**config.mk**
```make
export PLATFORM = sky130hd
export DESIGN_NAME = seg7_scan_driver
export DESIGN_NICKNAME = d
export VERILOG_FILES = /design/src/rtl/dig_disp_pkg.sv /design/src/rtl/seg7_decode.sv /design/src/rtl/seg7_scan_driver.sv
export SDC_FILE = /design/constraint.sdc
export NUM_CORES = 1
export LEC_CHECK = 0
export ABC_AREA = 1
export BUFFER_PORTS_ARGS = -buffer_cell sky130_fd_sc_hd__buf_2
export CAP_MARGIN = 20
export CORE_ASPECT_RATIO = 0.7
export CORE_MARGIN = 2
export CORE_UTILIZATION = 45
export CTS_BUF_LIST = sky130_fd_sc_hd__clkbuf_8
export DETAILED_ROUTE_END_ITERATION = 10
export HOLD_SLACK_MARGIN = 0.15
export PLACE_DENSITY = 0.7
export SLEW_MARGIN = 20
export SYNTH_ARGS = -nofsm -noshare
export SYNTH_HDL_FRONTEND = slang
export SYNTH_SLANG_ARGS = --single-unit
```
**constraint.sdc**
```tcl
create_clock -name clk -period 3 [get_ports clk]
set_input_delay 0 -clock clk [delete_from_list [all_inputs] [get_ports clk]]
set_output_delay 0 -clock clk [all_outputs]
set_load 0.01 [all_outputs]
```
**src/rtl/dig_disp_pkg.sv**
```systemverilog
`default_nettype none
// ============================================================================
//  Module   : dig_disp_pkg
//  Purpose  : Shared constants for the seven-segment display path: digit
//             count, digit-code bit positions and the hex segment table.
//  Revision : 1.0  initial release
// ============================================================================
package dig_disp_pkg;

    localparam int NUM_DIGITS = 8;

    // Digit-code bit positions (bits [3:0] carry the hex value, bit 4 unused)
    localparam int DIG_DP    = 5;
    localparam int DIG_BLANK = 6;

    // All segments off (active-low)
    localparam logic [6:0] SEG_OFF = 7'h7F;

    // Active-low segment patterns, seg[0]=a .. seg[6]=g; entry 0 is rightmost
    localparam logic [15:0][6:0] SEG_TABLE = {
        7'h0E,  // F
        7'h06,  // E
        7'h21,  // d
        7'h46,  // C
        7'h03,  // b
        7'h08,  // A
        7'h10,  // 9
        7'h00,  // 8
        7'h78,  // 7
        7'h02,  // 6
        7'h12,  // 5
        7'h19,  // 4
        7'h30,  // 3
        7'h24,  // 2
        7'h79,  // 1
        7'h40   // 0
    };

endpackage : dig_disp_pkg
`default_nettype wire

```
**src/rtl/seg7_decode.sv**
```systemverilog
`default_nettype none
// ============================================================================
//  Module   : seg7_decode
//  Purpose  : Combinational full-hex to active-low seven-segment decoder.
//  Revision : 1.0  initial release
// ============================================================================
module seg7_decode
    import dig_disp_pkg::*;
(
    input  logic [3:0] val_i,
    output logic [6:0] seg_o
);

    assign seg_o = SEG_TABLE[val_i];

endmodule : seg7_decode
`default_nettype wire

```
**src/rtl/seg7_scan_driver.sv**
```systemverilog
`default_nettype none
// ============================================================================
//  Module   : seg7_scan_driver
//  Purpose  : Time-multiplexed scan driver for an 8-digit common-anode
//             seven-segment display with anti-ghost blanking and per-digit
//             blinking.
//  Revision : 1.0  initial release
// ============================================================================
module seg7_scan_driver
    import dig_disp_pkg::*;
#(
    parameter int DIGIT_CYCLES = 100_000,
    parameter int BLANK_CYCLES = 1_000,
    parameter int BLINK_FRAMES = 62
)(
    input  logic       clk,
    input  logic       rst,
    input  logic [6:0] d0,
    input  logic [6:0] d1,
    input  logic [6:0] d2,
    input  logic [6:0] d3,
    input  logic [6:0] d4,
    input  logic [6:0] d5,
    input  logic [6:0] d6,
    input  logic [6:0] d7,
    input  logic [7:0] blink_mask,
    output logic [7:0] an,
    output logic [6:0] seg,
    output logic       dp,
    output logic [2:0] scan_idx,
    output logic       frame_done
);

    localparam int CNT_W   = $clog2(DIGIT_CYCLES);
    localparam int FRAME_W = (BLINK_FRAMES > 1) ? $clog2(BLINK_FRAMES) : 1;

    localparam logic [CNT_W-1:0]   C_CNT_LAST    = CNT_W'(DIGIT_CYCLES - 1);
    localparam logic [CNT_W-1:0]   C_CNT_PRELAST = CNT_W'(DIGIT_CYCLES - 2);
    localparam logic [CNT_W-1:0]   C_BLANK       = CNT_W'(BLANK_CYCLES);
    localparam logic [FRAME_W-1:0] C_FRAME_LAST  = FRAME_W'(BLINK_FRAMES - 1);

    // Scan state
    logic [CNT_W-1:0]   cnt_q,         cnt_d;
    logic [2:0]         idx_q,         idx_d;
    logic [6:0]         cur_q,         cur_d;
    logic [FRAME_W-1:0] frame_cnt_q,   frame_cnt_d;
    logic               blink_phase_q, blink_phase_d;

    // Registered outputs
    logic [7:0] an_q,   an_d;
    logic [6:0] seg_q,  seg_d;
    logic       dp_q,   dp_d;
    logic       fd_q,   fd_d;

    logic [NUM_DIGITS-1:0][6:0] w_digits;
    logic [6:0] w_digit_sel;
    logic [6:0] w_cur_eff;
    logic [6:0] w_seg_dec;
    logic       w_slot_end;
    logic       w_frame_end;
    logic       w_visible;
    logic       w_dark;
    logic       w_unused_bit4;

    assign w_digits    = {d7, d6, d5, d4, d3, d2, d1, d0};
    assign w_digit_sel = w_digits[idx_q];
    assign w_slot_end  = (cnt_q == C_CNT_LAST);
    assign w_frame_end = w_slot_end && (idx_q == 3'd7);

    // On the snapshot cycle cur_q still holds the previous slot's digit, so the
    // output path looks through to the value being captured. This keeps the
    // visible window exact when the blank window is zero cycles long.
    assign w_cur_eff     = (cnt_q == '0) ? w_digit_sel : cur_q;
    assign w_unused_bit4 = w_cur_eff[4];

    seg7_decode u_decode (
        .val_i (w_cur_eff[3:0]),
        .seg_o (w_seg_dec)
    );

    // Slot counter, digit index, snapshot and blink state advance
    always_comb begin
        cnt_d         = w_slot_end ? '0 : cnt_q + 1'b1;
        idx_d         = w_slot_end ? idx_q + 3'd1 : idx_q;
        cur_d         = (cnt_q == '0) ? w_digit_sel : cur_q;
        frame_cnt_d   = frame_cnt_q;
        blink_phase_d = blink_phase_q;
        if (w_frame_end) begin
            if (frame_cnt_q == C_FRAME_LAST) begin
                frame_cnt_d   = '0;
                blink_phase_d = ~blink_phase_q;
            end else begin
                frame_cnt_d = frame_cnt_q + 1'b1;
            end
        end
    end

    // Next-output function; the last slot cycle is dark so the registered
    // outputs show exactly BLANK_CYCLES+1 dark cycles per slot and slots never overlap
    always_comb begin
        w_visible = ~blink_phase_q | ~blink_mask[idx_q];
        w_dark    = (cnt_q < C_BLANK) | w_slot_end | w_cur_eff[DIG_BLANK] | ~w_visible;
        an_d      = 8'hFF;
        seg_d     = SEG_OFF;
        dp_d      = 1'b1;
        if (!w_dark) begin
            an_d  = ~(8'h01 << idx_q);
            seg_d = w_seg_dec;
            dp_d  = ~w_cur_eff[DIG_DP];
        end
        // Registered one cycle early so the pulse lands on the last cycle of slot 7
        fd_d = (idx_q == 3'd7) && (cnt_q == C_CNT_PRELAST);
    end

    // Scan state registers
    always_ff @(posedge clk or posedge rst) begin
        if (rst) begin
            cnt_q         <= '0;
            idx_q         <= 3'd0;
            cur_q         <= 7'h40;
            frame_cnt_q   <= '0;
            blink_phase_q <= 1'b0;
        end else begin
            cnt_q         <= cnt_d;
            idx_q         <= idx_d;
            cur_q         <= cur_d;
            frame_cnt_q   <= frame_cnt_d;
            blink_phase_q <= blink_phase_d;
        end
    end

    // Output registers; dark immediately on reset
    always_ff @(posedge clk or posedge rst) begin
        if (rst) begin
            an_q  <= 8'hFF;
            seg_q <= SEG_OFF;
            dp_q  <= 1'b1;
            fd_q  <= 1'b0;
        end else begin
            an_q  <= an_d;
            seg_q <= seg_d;
            dp_q  <= dp_d;
            fd_q  <= fd_d;
        end
    end

    assign an         = an_q;
    assign seg        = seg_q;
    assign dp         = dp_q;
    assign frame_done = fd_q;
    assign scan_idx   = idx_q;

endmodule : seg7_scan_driver
`default_nettype wire
```
---- Word level (Yosys, flattened, before mapping) ----
Memories as Yosys holds them, arrays and structs flattened.
Index checks and enable logic that the tools add are counted.
cells by class
  shift-type cells ........................ 1
  equality and inequality tests ........... 4
  multiplexer cells ....................... 11
  $lt $le $gt $ge ......................... 3
  add/subtract/negate cells ............... 3
  reduce and logical (&&, ||, !) cells .... 4
  bitwise logic cells ..................... 9
operators by type and width
  operator                                                       number
  == test 17 bit (second input constant)                         2
  2-to-1 mux 7 bit                                               4
  binary-select mux 7 bit (select 3 bit)                         1
  adder 17 x 1 -> 17 bit (second input constant)                 1
  zero test 17 bit                                               1
  less-than comparator 17 x 10 -> 1 bit (second input constant)  1
  2-to-1 mux 17 bit                                              1
  2-to-1 mux 8 bit                                               1
  inverter 8 bit                                                 1
  left shift 1 x 3 -> 8 bit (first input constant)               1
  adder 6 x 1 -> 6 bit (second input constant)                   1
  == test 6 bit (second input constant)                          1
  2-to-1 mux 6 bit                                               1
  less-than comparator 4 x 5 -> 1 bit (second input constant)    1
  less-than comparator 3 x 4 -> 1 bit (second input constant)    1
  inverter 1 bit                                                 4
  OR 1 bit                                                       4
  adder 3 x 1 -> 3 bit (second input constant)                   1
  binary-select mux 1 bit (select 3 bit)                         1
  == test 3 bit (second input constant)                          1
  logical AND 1 bit                                              2
  2-to-1 mux 1 bit                                               2
  AND reduction 2 bit                                            1
storage, ports and cells
  memories ................................ 1
  register bits ........................... 51
  input bits .............................. 66
  word-level logic and storage cells ...... 46
  bits in read-only memories .............. 112
  output and inout bits ................... 20
memory list
  memory            depth  width  read ports  clocked after Yosys merged registers in  write ports  line               RTL
  (name not given)  16     7      1           0                                        0            seg7_decode.sv:14  assign seg_o = SEG_TABLE[val_i];

---- Logic depth before layout (Yosys ltp) ----
  depth after elaboration ................. 7
  mapped depth ............................ 15
  depth with buffers taken out ............ 15

---- Cells and area by module ----
Synthesis repeated with hierarchy kept, for this count alone.
unflattened totals
  cells, all modules ...................... 494
  area, all modules ....................... 3,490.8 µm²
by module, submodules not included
  module            instances  sequential area each (µm²)  cells each  area each (µm²)
  seg7_scan_driver  1          1,272.5                     443         3,215.6
  seg7_decode       1          0.0                         51          275.3

---- Least setup slack after synthesis ----
OpenSTA, ideal clock, no wires.
  kind .................................... register to register
  start ................................... reg idx_q[1], in the netlist scan_idx[1]
  end ..................................... reg seg_q[1], in the netlist seg[1]
  slack ................................... 1.046 ns
  buffers on the path ..................... 2
  stages on the path, launching flop included .. 14
  required time ........................... 2.923 ns
  clock period less this slack ............ 1.954 ns
  data arrival time ....................... 1.876 ns
  library setup time ...................... 0.077 ns
  cells stage by stage .................... dfrtp_1 buf_2 inv_1 buf_2 nand3_1 nand3_1 nand3_1 nand2_1 inv_1 ha_1 nand2_1 nor2_1 nor2_1 nand2_1
on the way
  cells in the longest elaborated chain, start to end .. 7
  elaborated cells between the ends (all ways) .. 13
  classes of those cells .................. 7 x mux; 5 x bitwise; 1 x memory
ends and longest elaborated chain
  what                                                                         line                     RTL
  from (decl)                                                                  seg7_scan_driver.sv:44   logic [2:0] idx_q, idx_d;
  from (signal assigned)                                                       seg7_scan_driver.sv:125  idx_q <= idx_d;
  parallel branches: the longest is 6 deep, another holds memory (16 x 7 bit)  n/a
  2-to-1 mux 7 bit *                                                           seg7_scan_driver.sv:106  if (!w_dark) begin
  via seg_d[1]                                                                 seg7_scan_driver.sv:51   logic [6:0] seg_q, seg_d;
  to (signal assigned)                                                         seg7_scan_driver.sv:141  seg_q <= seg_d;
  to (decl)                                                                    seg7_scan_driver.sv:51
Mark *: on every way through the listed nets, which the timed path passes. The select of a mux whose other input is x is not followed.
A chain may end at the register's enable or synchronous reset.

---- Worst setup path after layout ----
  start ................................... reg cnt_q[0]
  end ..................................... reg seg_q[1], in the netlist seg[1]
on the way
  cells in the longest elaborated chain, start to end .. 5
  elaborated cells between the ends (all ways) .. 10
  classes of those cells .................. 1 x order compare; 1 x eq/ne; 3 x mux; 3 x bitwise; 1 x reduce/logical; 1 x memory
ends and longest elaborated chain
  what                                                                 line                                        RTL
  from (decl)                                                          seg7_scan_driver.sv:43                      logic [CNT_W-1:0] cnt_q, cnt_d;
  from (signal assigned)                                               seg7_scan_driver.sv:124                     cnt_q <= cnt_d;
  less-than comparator 17 x 10 -> 1 bit, or another cell as far along  seg7_scan_driver.sv:102                     w_dark = (cnt_q < C_BLANK) | w_slot_end | w_cur_eff[DIG_BLANK] | ~w_visible;
  OR 1 bit / 2-to-1 mux 7 bit (equally long branches)                  n/a
  OR 1 bit / memory (16 x 7 bit) (equally long branches)               n/a
  OR 1 bit / 2-to-1 mux 7 bit (equally long branches)                  seg7_scan_driver.sv:102, seg7_decode.sv:14
  2-to-1 mux 7 bit *                                                   seg7_scan_driver.sv:106
  via seg_d[1]                                                         seg7_scan_driver.sv:51
Mark *: on every way through the listed nets, which the timed path passes. The rest lies on a longest branch. The select of a mux whose other input is x is not followed.

==> impl_metrics.toml <==
[status]
status = "completed"

[synthesis]
avgSynthCellArea_um2 = 7.41
syn_nets = 531
synthAdderAreaFrac_pct = 6.80
ys_warn_count = 0
synth.distinct_cells = 36
synth_seq_cells = 50
synth_compound_area_share_pct = 5.70
netlist_area_mm2 = 0.00331
synth_top_family_by_area = "simple AND/OR/NAND/NOR gates"
synth_xor_area_share_pct = 2.91
synth.area.mux_share_pct = 0.302
synth_seq_area_share_pct = 38.4
yosys.area_share.simple_pct = 34.7
syn_inst = 447

[sta]
rsz0062_at_grt = "no"
finalSetupViolCount = 0
fin_skew_ps = 4.05
relSlewSlack_pct = 44.1
slew_viol_final = 0
post-route-period-util_pct = 76.1
setup_slack_ps = 716
tightest_slew_ps = 838
fmax_mhz = 438
hold_viol_final = 0
min_period_ps = 2280
tns_ps = 0

[clock_tree]
path_clk_slew_ps = 90
insertion_delay_ps = 310
clock_sinks = 50
numCtsBuffers = 5
cts-root-buf = "clkbuf_8"
post_cts_buffers = 0
cts_htree_levels = 2
clock_path_buffers = 2
cts_tree = "built"

[routing]
first_pass_iters = 6
viasPerCell = 4.84
wl_met1_um = 3840
detail-route-antenna-nets = 0
drc = 0
topRoutingLayerUsed = "met4"
wire_per_inst_um = 12.6
drt_iter0_markers = 304
drt_wl_total_um = 7810
wl_met2_um = 3400
wl_met3_um = 466
vias = 2997

[global_route]
antenna_found_initial = 0
grt_first_pass_wirelength_um = 12800
grt_max_degree = 51
grt-ovfl-total = 0
track_usage_pct = 20.2
grt_pass1_vias = 2722

[setup_path]
cp_data_arrival_time_ps = 2530
end_kind = "flop"
worstSetupStartpointType = "flop"
path_max_fanout = 7
crit_type = "flop to flop"
required_ps = 3240

[final_layout]
fillers = 697
drive_above_1_share_pct = 28.0
final_common_cell = "nand2_1"
final_nets = 604
antenna_cells = 0
layout-area-overhead-vs-synth_pct = 16.5
most-common-layout-cells = "nand2_1, buf_2, inv_1, nand3_1, nor2_1"

[placed_design]
gp_congestion = 0.865
preCtsSetupSlack_ps = 720
place.detailed.hpwl_um = 5730
io_buffers = 77

[floorplan]
rows = 26
die-area_mm2 = 0.00808
core_area_mm2 = 0.00722
start_util_pct = 45.9
die_y_um = 75.8
die_x_um = 107
pin_count = 86

[pwr]
p_leak_nw = 2.02
p_per_area_mw_per_mm2 = 328
ir_drop_mv = 0.208

[run]
maxCapViolations = 0

[worst_hold_path]
hold_path_class = "input pin to flop"
-- power breakdown --
| group | internal (W) | switching [W] | total [W] |
|---|---|---|---|
| sequential | 0.000679 | 0.00000139 | 0.000681 |
| clock | 0.000246 | 0.000228 | 0.000474 |
| combinational | 0.0000478 | 0.0000623 | 0.000110 |
| total | 0.000973 | 0.000292 | 0.00126 |
-- per-layer routing --
layer / vias to the layer above / track usage, %
met1: 1367 / 27.3
met4: 0 / 6.35
met3: 7 / 3.93
met2: 85 / 33.3
li1: 1538 / -
met5: - / 0
-- critical path, cell delays in order, from the launching register on --
cell and delay [ps]:
dfrtp_1 400, inv_1 110, ha_1 160, nand2_1 60
nor2_1 120, nand2_2 110, nor2_8 170, inv_2 90
nand2_1 60, nand2_1 150, inv_1 200, ha_1 260
nand2_1 100, nor2_1 50, nor2_1 90, nand2_1 60
-- layout make-up --
type	instances	area [um2]	share of cell area (%)
clock inverters	3	40.0	1.04
repair buffers	80	410	10.6
flip-flops and latches	50	1270	33.0
multi-input cells	310	1670	43.3
inverters	73	275	7.13
well taps	98	123	3.18
clock buffers	5	68.8	1.78
-- what timing repair did --
item / 4_1_cts / 5_1_grt
gates resized for setup: 0 / 0
hold buffers: 1 / 0
hold endpoints to repair: 33 / 0
endpoints found under the setup margin: 0 / 0
-- Yosys cell counts --
cell | number | area share, %
o221ai_1 | 3 | 0.79
nor2_4 | 3 | 1.0
o211ai_1 | 1 | 0.23
nand3b_2 | 1 | 0.34
o211ai_2 | 1 | 0.38
xnor2_1 | 2 | 0.53
nor2_2 | 7 | 1.3
buf_2 | 8 | 1.2
ha_1 | 18 | 6.8
nand3b_1 | 2 | 0.45
nand2_1 | 114 | 13
o21ai_1 | 10 | 1.5
a21oi_1 | 4 | 0.60
dfrtp_1 | 33 | 25
buf_4 | 3 | 0.68
buf_6 | 3 | 1.0
nor3_2 | 1 | 0.30
nand3_2 | 2 | 0.60
o31ai_1 | 3 | 0.68
mux2i_1 | 1 | 0.30
nor2_1 | 41 | 4.6
nor2_8 | 1 | 0.60
nand3_1 | 55 | 8.3
and3_1 | 2 | 0.38
inv_1 | 56 | 6.3
nand4_2 | 1 | 0.38
clkinv_1 | 3 | 0.34
xor2_1 | 9 | 2.4
nand2_2 | 9 | 1.7
o21ai_0 | 10 | 1.5
nor4b_1 | 1 | 0.26
dfstp_2 | 17 | 13
nand2_4 | 1 | 0.34
inv_2 | 14 | 1.6
nor3_1 | 4 | 0.60
nand4_1 | 3 | 0.57
-- flip-flops by register name, summed over array words and instances (netlist names) --
name	flops
frame_done	1
cur_q	6
dp	1
seg	7
an	8
scan_idx	3
blink_phase_q	1
frame_cnt_q	6
cnt_q	17
-- worst paths after layout --
path                          startpoint              to  slack, ps  cells after the start
setup / recovery                cnt_q[0]          seg[1]        720                     15
hold / removal                     d4[5]        cur_q[5]        170                      5
setup reg to reg                cnt_q[0]          seg[1]        720                     15
hold reg to reg            blink_phase_q   blink_phase_q        470                      1
max in group asynchronous            rst     scan_idx[0]       2120                      3
min in group asynchronous            rst  frame_cnt_q[5]        380                      3
-- through the flow --
step                      instance area (um2)  instances  hold WS (ps)  power [W]  util, %
after global routing                     3860        619           224    0.00132     53.5
after floorplan                          3310        447           326   0.000753        -
after global placement                   3740        610           296   0.000799     51.8
final                                    3860        619           167    0.00126     53.5
after CTS                                3860        619           164    0.00128     53.4
after detailed placement                 3740        610           304   0.000801     51.8
-- logic make-up (layout without fill, tap and decap cells) --
family                   after synthesis  in the layout
AO/OA/AOI/OAI                         32             32
multiplexers                           1              1
AND/OR/NAND/NOR                      248            248
adder cells (fa/ha/maj)               18             18
XOR/XNOR                              11             11
buffers and inverters                 87            161
flip-flops                            50             50
Note: power is estimated with default switching activity, not from simulation.
